==> config.mk <==
export PLATFORM = sky130hd
export DESIGN_NAME = booth_r4_seq_mult
export DESIGN_NICKNAME = d
export VERILOG_FILES = /design/src/rtl/booth_r4_seq_mult.sv
export SDC_FILE = /design/constraint.sdc
export NUM_CORES = 1
export LEC_CHECK = 0
export CAP_MARGIN = 20
export CORE_MARGIN = 8
export CORE_UTILIZATION = 34
export CTS_CLUSTER_SIZE = 24
export DETAILED_ROUTE_END_ITERATION = 10
export DONT_BUFFER_PORTS = 1
export GPL_ROUTABILITY_DRIVEN = 1
export SYNTH_ARGS = -nofsm -noshare
export SYNTH_HDL_FRONTEND = slang
export SYNTH_SLANG_ARGS = --single-unit
==> constraint.sdc <==
create_clock -name clk -period 6.6 [get_ports clk]
set_input_delay 0.66 -clock clk [delete_from_list [all_inputs] [get_ports clk]]
set_output_delay 0.66 -clock clk [all_outputs]
set_load 0.005 [all_outputs]
==> src/rtl/booth_r4_seq_mult.sv <==
// Sequential radix-4 Booth multiplier: one Booth digit retired per clock, start/busy/done handshake.
// Optional unsigned-operand mode is enabled by defining BOOTH_UNSIGNED_EN (adds the sgn port).
module booth_r4_seq_mult #(
  parameter int WIDTH = 16
) (
  input  logic               clk,
  input  logic               rst,
  input  logic               start,
  input  logic [WIDTH-1:0]   a,
  input  logic [WIDTH-1:0]   b,
`ifdef BOOTH_UNSIGNED_EN
  input  logic               sgn,
`endif
  output logic               busy,
  output logic               done,
  output logic [2*WIDTH-1:0] product,
  output logic [1:0]         dbg_state
);

  // Handshake: start is accepted only in IDLE; busy is high for every RUN cycle;
  // done is a single-cycle pulse with product valid, after which the unit is IDLE again.
  localparam logic [1:0] S_IDLE = 2'd0;
  localparam logic [1:0] S_RUN  = 2'd1;
  localparam logic [1:0] S_DONE = 2'd2;

`ifdef BOOTH_UNSIGNED_EN
  localparam int NMAX = WIDTH/2 + 1;
`else
  localparam int NMAX = WIDTH/2;
`endif
  localparam int MW    = 2*NMAX + 1;
  localparam int ACC_W = 2*WIDTH + 4;
  localparam int CW    = $clog2(NMAX + 1);

  logic [1:0]       state_q, state_d;
  logic [CW-1:0]    cnt_q, cnt_d;
  logic [CW-1:0]    last_q, last_d;
  logic [ACC_W-1:0] mcand_q, mcand_d;
  logic [MW-1:0]    mult_q, mult_d;
  logic [ACC_W-1:0] acc_q, acc_d;
  logic [2*WIDTH-1:0] product_q, product_d;

  logic             sgn_w;
  logic [ACC_W-1:0] a_ext;
  logic [MW-1:0]    b_win;
  logic [2:0]       win;
  logic             one, two, neg;
  logic [ACC_W-1:0] mag, pp, acc_sum;

`ifdef BOOTH_UNSIGNED_EN
  assign sgn_w = sgn;
  assign b_win = {{2{sgn_w & b[WIDTH-1]}}, b, 1'b0};
`else
  assign sgn_w = 1'b1;
  assign b_win = {b, 1'b0};
`endif
  assign a_ext = {{(ACC_W-WIDTH){sgn_w & a[WIDTH-1]}}, a};

  // The multiplicand is pre-shifted by two each cycle, so it already carries weight 4^i.
  always_comb begin
    win     = mult_q[2:0];
    one     = win[1] ^ win[0];
    two     = (~win[2] & win[1] & win[0]) | (win[2] & ~win[1] & ~win[0]);
    neg     = win[2] & ~(win[1] & win[0]);
    mag     = two ? (mcand_q << 1) : (one ? mcand_q : '0);
    pp      = neg ? ((~mag) + {{(ACC_W-1){1'b0}}, 1'b1}) : mag;
    acc_sum = acc_q + pp;
  end

  always_comb begin
    state_d   = state_q;
    cnt_d     = cnt_q;
    last_d    = last_q;
    mcand_d   = mcand_q;
    mult_d    = mult_q;
    acc_d     = acc_q;
    product_d = product_q;
    case (state_q)
      S_IDLE: begin
        if (start) begin
          mcand_d = a_ext;
          mult_d  = b_win;
          acc_d   = '0;
          cnt_d   = '0;
          last_d  = sgn_w ? CW'(WIDTH/2 - 1) : CW'(NMAX - 1);
          state_d = S_RUN;
        end
      end
      S_RUN: begin
        acc_d   = acc_sum;
        mcand_d = mcand_q << 2;
        mult_d  = mult_q >> 2;
        cnt_d   = cnt_q + CW'(1);
        if (cnt_q == last_q) begin
          product_d = acc_sum[2*WIDTH-1:0];
          state_d   = S_DONE;
        end
      end
      S_DONE:  state_d = S_IDLE;
      default: state_d = S_IDLE;
    endcase
  end

  always_ff @(posedge clk) begin
    if (rst) begin
      state_q   <= S_IDLE;
      cnt_q     <= '0;
      last_q    <= '0;
      mcand_q   <= '0;
      mult_q    <= '0;
      acc_q     <= '0;
      product_q <= '0;
    end else begin
      state_q   <= state_d;
      cnt_q     <= cnt_d;
      last_q    <= last_d;
      mcand_q   <= mcand_d;
      mult_q    <= mult_d;
      acc_q     <= acc_d;
      product_q <= product_d;
    end
  end

  assign busy      = (state_q == S_RUN);
  assign done      = (state_q == S_DONE);
  assign product   = product_q;
  assign dbg_state = state_q;

endmodule
# --- After elaboration in Yosys (flattened, before gate mapping) ---
# Index checks and enable logic that the tools add are counted.
word_totals:
  word_cells: 48
  inputBits: 35
  reg_bits: 128
op_classes:
  mux: 14
  reduce_logical: 6
  bitwise_logic: 13
  n_eq_ne: 5
  addsub: 3
ops:
  columns: ["operator", "count"]
  rows:
  - ["2-to-1 mux 36 bit", 5]
  - ["case mux 36 bit (2 select lines)", 2]
  - ["adder 36 x 1 -> 36 bit (second input constant)", 1]
  - ["adder 36 bit", 1]
  - ["NOT 36 bit", 1]
  - ["case mux 17 bit (2 select lines)", 1]
  - ["2-to-1 mux 17 bit", 1]
  - ["case mux 4 bit (2 select lines)", 1]
  - ["AND reduction 2 bit", 4]
  - ["AND 1 bit", 6]
  - ["adder 4 x 1 -> 4 bit (second input constant)", 1]
  - ["equality test 4 x 3 -> 1 bit", 1]
  - ["2-to-1 mux 2 bit", 2]
  - ["2-to-1 mux 4 bit", 1]
  - ["NOT 1 bit", 4]
  - ["case mux 2 bit (2 select lines)", 1]
  - ["equality test 2 x 1 -> 1 bit (second input constant)", 1]
  - ["equality test 2 bit (second input constant)", 1]
  - ["logical NOT 2 bit", 1]
  - ["!= test 2 x 1 -> 1 bit (second input constant)", 1]
  - ["!= test 2 bit (second input constant)", 1]
  - ["nonzero test 2 bit", 1]
  - ["OR 1 bit", 1]
  - ["bitwise XOR 1 bit", 1]

# --- Logic depth before layout (Yosys ltp) ---
# Gate-level depths: netlist (run 1).
logic_depth:
  word_depth: 10
  mapped_depth: 27

# --- Least setup slack after synthesis (run 1) ---
# No wires, ideal clock.
synth_path:
  kind: "reg-to-reg"
  start: "reg mult_q[2]"
  end: "reg product_q[25], in the netlist product[25]"
  arrival_time_ps: 4831
  path_slack_ps: 1663
  path_stages_with_launch: 24
  cell_sequence: "dfxtp_1 or3b_1 buf_2 and2_1 clkbuf_1 clkbuf_1 and3_1 a21oi_1 ha_1 a21boi_2 o2111a_1 o21ai_2 o21ai_0 xor2_1 ha_1 a21oi_1 nor2_1 or4_1 o32ai_1 o31a_1 o21ai_1 a31oi_1 o21ai_1 o311ai_0"
synth_via:
  elab_chain_cells: 9
  elab_cells_between_ends: 12
  classes_between: "2 x add/sub; 2 x mux; 8 x bitwise"
synth_lines:
  columns: ["element", "line", "text"]
  rows:
  - ["from (decl)", "39", "logic [MW-1:0] mult_q, mult_d;"]
  - ["from (signal assigned)", "118", "mult_q <= mult_d;"]
  - ["NOT 1 bit", "63", "two = (~win[2] & win[1] & win[0]) | (win[2] & ~win[1] & ~win[0]);"]
  - ["AND 1 bit (2 in series)", "63", null]
  - ["OR 1 bit", "63", null]
  - ["2-to-1 mux 36 bit", "65", "mag = two ? (mcand_q << 1) : (one ? mcand_q : '0);"]
  - ["NOT 36 bit", "66", "pp = neg ? ((~mag) + {{(ACC_W-1){1'b0}}, 1'b1}) : mag;"]
  - ["adder 36 x 1 -> 36 bit", "66", null]
  - ["2-to-1 mux 36 bit *", "66", null]
  - ["adder 36 bit *", "67", "acc_sum = acc_q + pp;"]
  - ["to (signal assigned)", "120", "product_q <= product_d;"]
  - ["to (decl)", "41", "logic [2*WIDTH-1:0] product_q, product_d;"]
# Every way passes the cells marked *; elsewhere a longest branch is shown, timed or not.
# A chain may end at the register's enable or synchronous reset.

# --- Worst setup path in the final report (run 1) ---
layout_path:
  start: "reg mult_q[0]"
  end: "reg product_q[25], in the netlist product[25]"
layout_via:
  elab_chain_cells: 8
  elab_cells_between_ends: 14
  classes_between: "2 x add/sub; 3 x mux; 9 x bitwise"
layout_lines:
  columns: ["element", "line"]
  rows:
  - ["NOT 1 bit", "63"]
  - ["AND 1 bit", "63"]
  - ["OR 1 bit", "63"]
  - ["2-to-1 mux 36 bit", "65"]
  - ["NOT 36 bit", "66"]
  - ["adder 36 x 1 -> 36 bit", "66"]
  - ["2-to-1 mux 36 bit *", "66"]
  - ["adder 36 bit *", "67"]
# Marks and branches as above.

==> results of run 1 <==
## final timing paths
kind | depth (start not counted) | startpoint | to | slack, ns
hold / removal | 1 | rst | acc_q[28] | 0.31
hold reg to reg | 2 | mult_q[4] | mult_q[4] | 0.45
setup / recovery | 21 | mult_q[0] | product[25] | 0.98
setup reg to reg | 21 | mult_q[0] | product[25] | 0.98
## routing by layer
metal	track usage (%)	wire (µm)
met1	22.28	11240
met2	22.53	9246
met3	3.315	1109
met4	4.852	250
met5	0	0
## sequential cells by signal (all words and copies together), names as in the netlist
| signal | cells |
|---|---|
| last_q | 1 |
| mult_q | 17 |
| product | 32 |
| dbg_state | 2 |
| acc_q | 32 |
| mcand_q | 32 |
| cnt_q | 4 |
## power by group
group | internal (mW) | switching [mW]
Combinational | 0.171 | 0.302
Clock | 0.585 | 0.355
Sequential | 0.769 | 0.0608
## worst max-delay path: stages (launching register included)
cell and delay [ns]:
dfxtp_1 0.67, ha_1 0.79, inv_1 0.17, nor2_1 0.14, buf_4 0.17, nand2_1 0.10, ha_1 0.23, a21boi_2 0.17
o2111a_1 0.17, o21ai_2 0.10, o21ai_0 0.14, xor2_1 0.18, ha_1 0.37, a21oi_1 0.18, nor2_1 0.06, or4_1 0.39
o32ai_1 0.14, o31a_1 0.28, o21ai_1 0.14, a31oi_1 0.38, o21ai_1 0.20, o311ai_0 0.33
## cells by family after synthesis
kind of cell               count (synthesis)  share of synthesized area [%]
and+or+nand+nor                          401                          23.74
AOI/OAI and AO/OA                        329                          26.98
DFF                                      120                          30.82
buffers and inverters                     97                          4.815
xor gates and xnor gates                  58                          6.517
adders and majority gates                 43                          6.998
muxes                                      1                         0.1284
## synth_stat cells (2+ instances only)
library cell	n	area (µm²)
nand2_1	177	664.4
a21oi_1	145	725.7
dfxtp_1	120	2402
nor2_1	75	281.5
clkbuf_1	69	259.0
ha_1	42	525.5
nand3_1	42	210.2
xnor2_1	30	262.8
xor2_1	28	245.2
o21ai_0	26	130.1
and3_1	22	137.6
a221oi_1	17	148.9
a31oi_1	17	106.4
a22oi_1	16	120.1
nand4_1	15	93.84
a311oi_1	14	122.6
inv_1	14	52.55
nor3_1	13	65.06
a21o_1	12	90.09
and2_1	11	68.82
o21ai_1	11	55.05
o21bai_1	11	82.58
buf_1	9	33.78
o21a_1	8	60.06
o32a_1	8	80.08
a21boi_0	7	52.55
nor3b_1	7	52.55
a211oi_1	6	45.04
nand2b_1	6	37.54
nor2b_1	6	37.54
or2_2	5	31.28
a211o_1	4	35.03
nor4_1	4	25.02
or3_1	4	25.02
or4_1	4	30.03
buf_2	3	15.01
o211ai_1	3	22.52
o31ai_2	3	37.54
a31o_2	2	17.52
nand3b_1	2	15.01
o21ai_2	2	17.52
o221ai_1	2	17.52
o311ai_1	2	17.52
o31ai_1	2	15.01
## per-stage QoR
| stage | worst slack [ns] | utilization, % | cells | power (mW) | hold WS [ns] |
|---|---|---|---|---|---|
| 2_1_floorplan | 1.664 | - | 1049 | 1.205 | 0.4315 |
| 3_5_place_dp | 1.054 | 35.22 | 1264 | 1.316 | 0.4438 |
| 4_1_cts | 1.033 | 37.84 | 1296 | 2.261 | 0.2851 |
| 5_1_grt | 0.3458 | 37.84 | 1296 | 2.358 | 0.2922 |
| 6_report | 0.9810 | 37.84 | 1296 | 2.243 | 0.3100 |
| 3_3_place_gp | 1.194 | 35.10 | 1263 | 1.309 | 0.4414 |
## layout make-up
type                            instances  share of cell area, %
Multi-Input combinational cell        832                  58.83
Timing Repair Buffer                   12                  1.289
Clock buffer                           21                  5.508
Sequential cell                       120                  28.12
Tap cell                              285                  4.175
Clock inverter                         11                  1.421
Inverter                               15                 0.6591
==> reports/metrics.yaml, run 1 <==
numCtsBuffers: 17
grt_setup_unrepaired: "no"
totalWireLength_mm: 21.85
end_kind: "flop"
ys_seq_area_share_pct: 30.82
dieArea_um2: 28030
overflow: 0
ys_seq_elements: 120
drt_iter0_markers: 515
clock_path_buffers: 2
fp.dieW_um: 167.4
vias: 7261
post_drt_wl_per_cell_um: 16.86
layout_common_cells: "nand2_1, a21oi_1, dfxtp_1"
synthDistinctLibCells: 67
dieHeight_um: 167.4
area_delta_synth_final_pct: 9.583
ant_nets: 0
drtPass1Iterations: 7
slew-limit-headroom_pct: 43.81
fillCellCount: 2372
clkSlewWorstSetupHoldPaths_ns: 0.06
post_cts_resize_count: 0
cts_hold_buf: 0
clkSinkCount: 120
cts_tree: "yes"
worstPathRequired_ns: 6.92
layout-drive-gt1-share_pct: 6.330
finalSetupTns_ns: 0
fin_skew_ns: 0.008352
cts_setup_buffers: 0
grt_usage_pct: 15.49
hold_violations: 0
syn_avg_cell_area_um2: 7.431
worst_pin_slew_ns: 0.8429
layout.nets: 1076
finalSetupViolations: 0
root_buffer: "clkbuf_16"
clock.fmax_ghz: 0.1780
initial_core_util_pct: 34.53
yosysWarnings: 0
gp_congestion: 0.8512
fin_crit_sh_pct: 85.14
synth_ff_type: "dfxtp_1"
top_level_ports: 71
grt_pass1_vias: 6767
p_leak_nw: 3.242
multi_input_area_um2: 5025
via_per_inst: 5.603
grt_pass1_wl_mm: 36.33
syn_area_um2: 7795
dpl.hpwl_mm: 15.14
stdcell_area_um2: 8542
clock_latency_ns: 0.43
htreeDepth: 4
crit_path_start_kind: "flop"
power_density_nw_per_um2: 262.6
portBuffers: 0
vdd_drop_max_mv: 0.1821
core_area_um2: 22570
place_area_um2: 7950
synth_edf_count: 0
regArea_um2: 2402
synthArstFlopShare_pct: 0
drc: 0
hold_class: "input pin to flop"
synth_cells: 1049
arrival_ns: 5.94
num_rows: 55
slew_violations: 0
min_period_ns: 5.619
status: "finished, final reports clean"
crit_path_max_fanout: 31
antenna-diode-count: 0
final_common_cell: "nand2_1"
grt_max_degree: 116
antenna_found_initial: 0
path_class: "flop to flop"
syn-num-nets: 1127
maxCapViolCount: 0
(Power assumes the default switching activity.)
==> inputs of run 2 (changes only) <==
--- a/config.mk
+++ b/config.mk
@@ -12,6 +12,8 @@
 export DETAILED_ROUTE_END_ITERATION = 10
 export DONT_BUFFER_PORTS = 1
 export GPL_ROUTABILITY_DRIVEN = 1
+export PLACE_DENSITY = 0.57
+export SKIP_LAST_GASP = 1
 export SYNTH_ARGS = -nofsm -noshare
 export SYNTH_HDL_FRONTEND = slang
 export SYNTH_SLANG_ARGS = --single-unit
==> constraint.sdc (replaced) <==
create_clock -name clk -period 4.87 [get_ports clk]
set_input_delay 0.487 -clock clk [delete_from_list [all_inputs] [get_ports clk]]
set_output_delay 0.487 -clock clk [all_outputs]
set_load 0.005 [all_outputs]
==> run 2 against run 1 <==
  * Sequential share of layout area is 1.1 points lower
  * Flip-flop and latch count stayed put
  * Critical path depth stayed put
  * Routed wire length up 1.7%
  * Total power up 42%
  * Sequential power increased by 35%
  * Cell count rose by 2.2%
  * Worst setup slack worse by 0.80 ns
  * Global-route usage about the same
  * Worst hold slack worse by 0.17 ns
  * Combinational power is 47% higher
  * Die area is the same
  * Critical endpoint is now acc_q[27]
  * Largest cell class unchanged
==> reports/metrics.yaml, run 2 (synthesized netlist as in run 1, its figures left out) <==
slew_violations: 0
crit_path_start_kind: "flop"
grt_max_degree: 116
grt_pass1_vias: 6778
worstPathRequired_ns: 5.23
status: "finished, final reports clean"
hold_class: "input pin to flop"
dp_cells: 1284
clkSlewWorstSetupHoldPaths_ns: 0.06
initial_core_util_pct: 34.53
dpl.hpwl_mm: 15.39
final_common_cell: "nand2_1"
slew-limit-headroom_pct: 50.48
gp_congestion: 0.8630
cts_tree: "yes"
antenna_found_initial: 1
crit_chain: "or3b_4 -> and2_4 -> and3_4 -> a21oi_4 -> ha_2 -> a21boi_4 -> o2111a_1 -> nor2_1 -> xnor2_1 -> ha_2 -> nand4_1 -> nor4_2 -> or2_4 -> o32ai_2 -> o31a_1 -> buf_6 -> o211ai_1 -> nand2_1 -> xnor2_2 -> nand2_1 -> a21oi_2"
portBuffers: 0
rrSetupSlack_ns: 0.18
dieHeight_um: 167.4
critPathBufInv: 1
min_period_ns: 4.685
power_density_nw_per_um2: 356.2
top_layer: "met5"
wl_met2_mm: 9.529
finalSetupViolations: 0
top_level_ports: 71
drc: 0
antenna-diode-count: 0
layout.nets: 1104
power_mw: 3.180
clock_latency_ns: 0.43
arrival_ns: 5.05
cp_slowest_cell: "or3b_4"
critPathTopFamily: "simple AND/OR/NAND/NOR gates"
grt_pass1_wl_mm: 36.08
clock_path_buffers: 2
p_leak_nw: 3.414
num_rows: 55
route.met3.wl_mm: 1.426
fin_crit_sh_pct: 96.21
ant_nets: 0
overflow: 0
fin_cells: 1324
grt_usage_pct: 15.48
layout-drive-gt1-share_pct: 11.16
cts_hold_buf: 0
hold_violations: 0
vias: 7428
drtPass1Iterations: 4
fp.dieW_um: 167.4
drt-met1-wl_mm: 10.97
via_per_inst: 5.610
htreeDepth: 4
vdd_drop_max_mv: 0.2217
clock.fmax_ghz: 0.2134
crit_path_max_fanout: 6
post_drt_wl_per_cell_um: 16.78
maxCapViolCount: 0
dieArea_um2: 28030
grt_setup_unrepaired: "yes"
core_area_um2: 22570
totalWireLength_mm: 22.22
worst_pin_slew_ns: 0.7427
area_delta_synth_final_pct: 14.53
numCtsBuffers: 17
fin_skew_ns: 0.01236
cpPeakStageDelay_ns: 0.41
path_class: "flop to flop"
drt_iter0_markers: 451
layout_common_cells: "nand2_1, a21oi_1, dfxtp_1"
clkSinkCount: 120
root_buffer: "clkbuf_16"
end_kind: "flop"
run 2: changes by cell type in the layout (fill, tap and decap cells not counted), moves of 3 or more:
cell,delta
a21oi_1,-4
ha_1,-3
a21oi_2,+3
o21ai_2,+3
clkbuf_8,-3
buf_4,+26
run 2: power by group:
group / internal [mW] / switching, mW / total [mW]
Clock: 0.860 / 0.505 / 1.37
Combinational: 0.266 / 0.431 / 0.696
Sequential: 1.04 / 0.0760 / 1.12
run 2: final cells by class:
class / count / area, µm²
fill: 2347 / 13640
multi-input combinational: 832 / 5164
sequential: 120 / 2410
clock buffer: 18 / 429.2
tap: 285 / 356.6
timing repair buffer: 40 / 315.3
clock inverter: 14 / 196.4
inverter: 15 / 56.30
run 2: path summary, 6_finish.rpt:
kind | startpoint | endpoint | depth (start not counted)
max | mult_q[1] | acc_q[27] | 21
min | rst | dbg_state[1] | 1
max reg2reg | mult_q[1] | acc_q[27] | 21
min reg2reg | mult_q[6] | mult_q[6] | 2
run 2: timing repair:
item,4_1_cts,5_1_grt
endpoints found under the hold margin,0,0
endpoints found under the setup margin,0,19
resized for setup,0,37
setup buffers,0,8
run 2: per-stage QoR:
step                setup slack [ns]  hold WS, ns  area [µm²]  TNS, ns  util [%]
floorplan                    0.01752       0.4315        7802        0         -
global placement              0.1833       0.4396        8087        0     35.83
detailed placement            0.1661       0.4446        8087        0     35.83
CTS                           0.1401       0.1185        8712        0     38.60
global route                 -0.1026       0.1224        8927  -0.4417     39.55
finish                        0.1845       0.1378        8927        0     39.55
run 2: routing by layer:
layer | vias up | track usage (%)
li1 | 3725 | -
met1 | 3491 | 21.65
met2 | 187 | 23.03
met3 | 23 | 3.668
met4 | 2 | 4.852
met5 | - | 0
==> inputs of run 3 (changes only) <==
--- a/config.mk
+++ b/config.mk
@@ -12,7 +12,7 @@
 export DETAILED_ROUTE_END_ITERATION = 10
 export DONT_BUFFER_PORTS = 1
 export GPL_ROUTABILITY_DRIVEN = 1
-export PLACE_DENSITY = 0.57
+export PLACE_DENSITY = 0.55
 export SKIP_LAST_GASP = 1
 export SYNTH_ARGS = -nofsm -noshare
 export SYNTH_HDL_FRONTEND = slang
==> constraint.sdc (replaced) <==
create_clock -name clk -period 5.8 [get_ports clk]
set_input_delay 0.58 -clock clk [delete_from_list [all_inputs] [get_ports clk]]
set_output_delay 0.58 -clock clk [all_outputs]
set_load 0.005 [all_outputs]
==> run 3 against run 2 <==
  * Global-route usage up 0.33 points
  * Via count down 1.3%
  * Worst setup slack better by 0.29 ns
  * Die area unchanged
  * First-iteration DRC count up 4.7%
  * Register-to-register slack better by 0.29 ns
  * Highest routed layer is now met4
  * Worst hold slack better by 0.095 ns
  * Sequential power down 16%
  * Routed wire length up 0.32%
  * Critical endpoint is now product[25]
  * Flip-flop and latch count unchanged
  * Non-clock buffer count down 25
==> reports/metrics.yaml, run 3 (synthesized netlist as in run 1, its figures left out) <==
status: "finished, final reports clean"
fin_crit_sh_pct: 91.75
final_common_cell: "nand2_1"
path_class: "flop to flop"
initial_core_util_pct: 34.53
dpl.hpwl_mm: 15.40
place_area_um2: 7953
multi_input_area_um2: 5027
fp.dieW_um: 167.4
vdd_drop_max_mv: 0.1869
clkSlewWorstSetupHoldPaths_ns: 0.06
area_delta_synth_final_pct: 9.230
cts_tree: "yes"
vias: 7330
num_rows: 55
clkSinkCount: 120
grt_setup_unrepaired: "no"
slew_violations: 0
layout_common_cells: "nand2_1, a21oi_1, dfxtp_1"
fin_util_pct: 37.72
worst_pin_slew_ns: 0.7408
p_leak_nw: 3.232
post-place-ws_ns: 0.3546
cpPeakStageDelay_ns: 0.68
worstPathRequired_ns: 6.12
finalSetupTns_ns: 0
totalWireLength_mm: 22.29
antenna-diode-count: 0
ant_nets: 0
fillCellCount: 2400
timing.final.ws_setup_ns: 0.4786
cts_hold_buf: 0
grt_max_degree: 116
grt_pass1_vias: 6798
arrival_ns: 5.64
drc: 0
crit_chain: "ha_1 -> and2_1 -> o32a_1 -> a22oi_2 -> o2111a_1 -> o21ai_2 -> o21ai_0 -> xor2_1 -> ha_1 -> a21oi_1 -> nor2_1 -> or4_1 -> o32ai_1 -> o31a_1 -> o21ai_1 -> a31oi_1 -> o21ai_1 -> o311ai_0"
regArea_um2: 2402
core_area_um2: 22570
gp_congestion: 0.8904
portBuffers: 0
post_drt_wl_per_cell_um: 17.16
clock_latency_ns: 0.43
overflow: 0
top_level_ports: 71
cp_slowest_cell: "dfxtp_1"
hold_class: "input pin to flop"
antenna_found_initial: 0
stdcell_area_um2: 8514
maxCapViolCount: 0
crit_path_max_fanout: 21
layout-drive-gt1-share_pct: 6.706
grt_pass1_wl_mm: 36.57
layout.nets: 1079
post_cts_resize_count: 0
fin_skew_ns: 0.01025
clock_path_buffers: 2
grt_usage_pct: 15.81
dieArea_um2: 28030
hold_violations: 0
numCtsBuffers: 17
clock.fmax_ghz: 0.1879
finalSetupViolations: 0
min_period_ns: 5.321
power_mw: 2.501
drt_iter0_markers: 472
drtPass1Iterations: 5
end_kind: "flop"
power_density_nw_per_um2: 293.7
via_per_inst: 5.643
cts_setup_buffers: 0
crit_path_start_kind: "flop"
slew-limit-headroom_pct: 50.62
root_buffer: "clkbuf_16"
htreeDepth: 4
dieHeight_um: 167.4
[run 3: cell types whose count changed in the layout (fill, tap and decap cells not counted), sizes merged]
cell / change
inv: -3
buf: -25
clkbuf: +2
clkinv: +3
bufinv: -3
clkinvlp: +1
[run 3: cell type report]
type                    instances  share of cell area (%)
flip-flops and latches        120                   28.21
well taps                     285                   4.188
multi-input cells             832                   59.04
repair buffers                 15                   1.323
clock buffers                  20                   5.364
inverters                      15                  0.6613
clock inverters                12                   1.205
[run 3: critical path: cells and delay by family (launching register included)]
family,cells,cell delay (ns)
flip-flops,1,0.68
AO/OA/AOI/OAI,12,2.88
AND/OR/NAND/NOR,3,0.70
XOR/XNOR,1,0.17
adder cells (fa/ha/maj),2,0.79
[run 3: metal layers]
metal,track usage (%),vias to the layer above,wire length [µm]
met3,3.692,19,1102
met2,24.30,164,9737
li1,-,3680,-
met5,0,-,0
met4,4.464,0,255
met1,21.71,3467,11190
[run 3: report_power, final]
group	switching [mW]	internal, mW	leakage (nW)
logic	0.348	0.195	1.99
clock network	0.408	0.608	0.268
registers	0.0664	0.876	0.978
[run 3: path summary, 6_finish.rpt]
check            start           end  slack [ns]  cells past startpoint
max          mult_q[0]   product[25]        0.48                     18
min                rst  dbg_state[0]        0.23                      1
max reg2reg  mult_q[0]   product[25]        0.48                     18
min reg2reg  mult_q[3]     mult_q[3]        0.45                      2
[run 3: per-stage QoR]
| stage | instances | hold WS [ns] |
|---|---|---|
| 6_report | 1299 | 0.2325 |
| 5_1_grt | 1299 | 0.2144 |
| 4_1_cts | 1299 | 0.2184 |
| 3_5_place_dp | 1267 | 0.4446 |
| 3_3_place_gp | 1267 | 0.4413 |
| 2_1_floorplan | 1049 | 0.4315 |
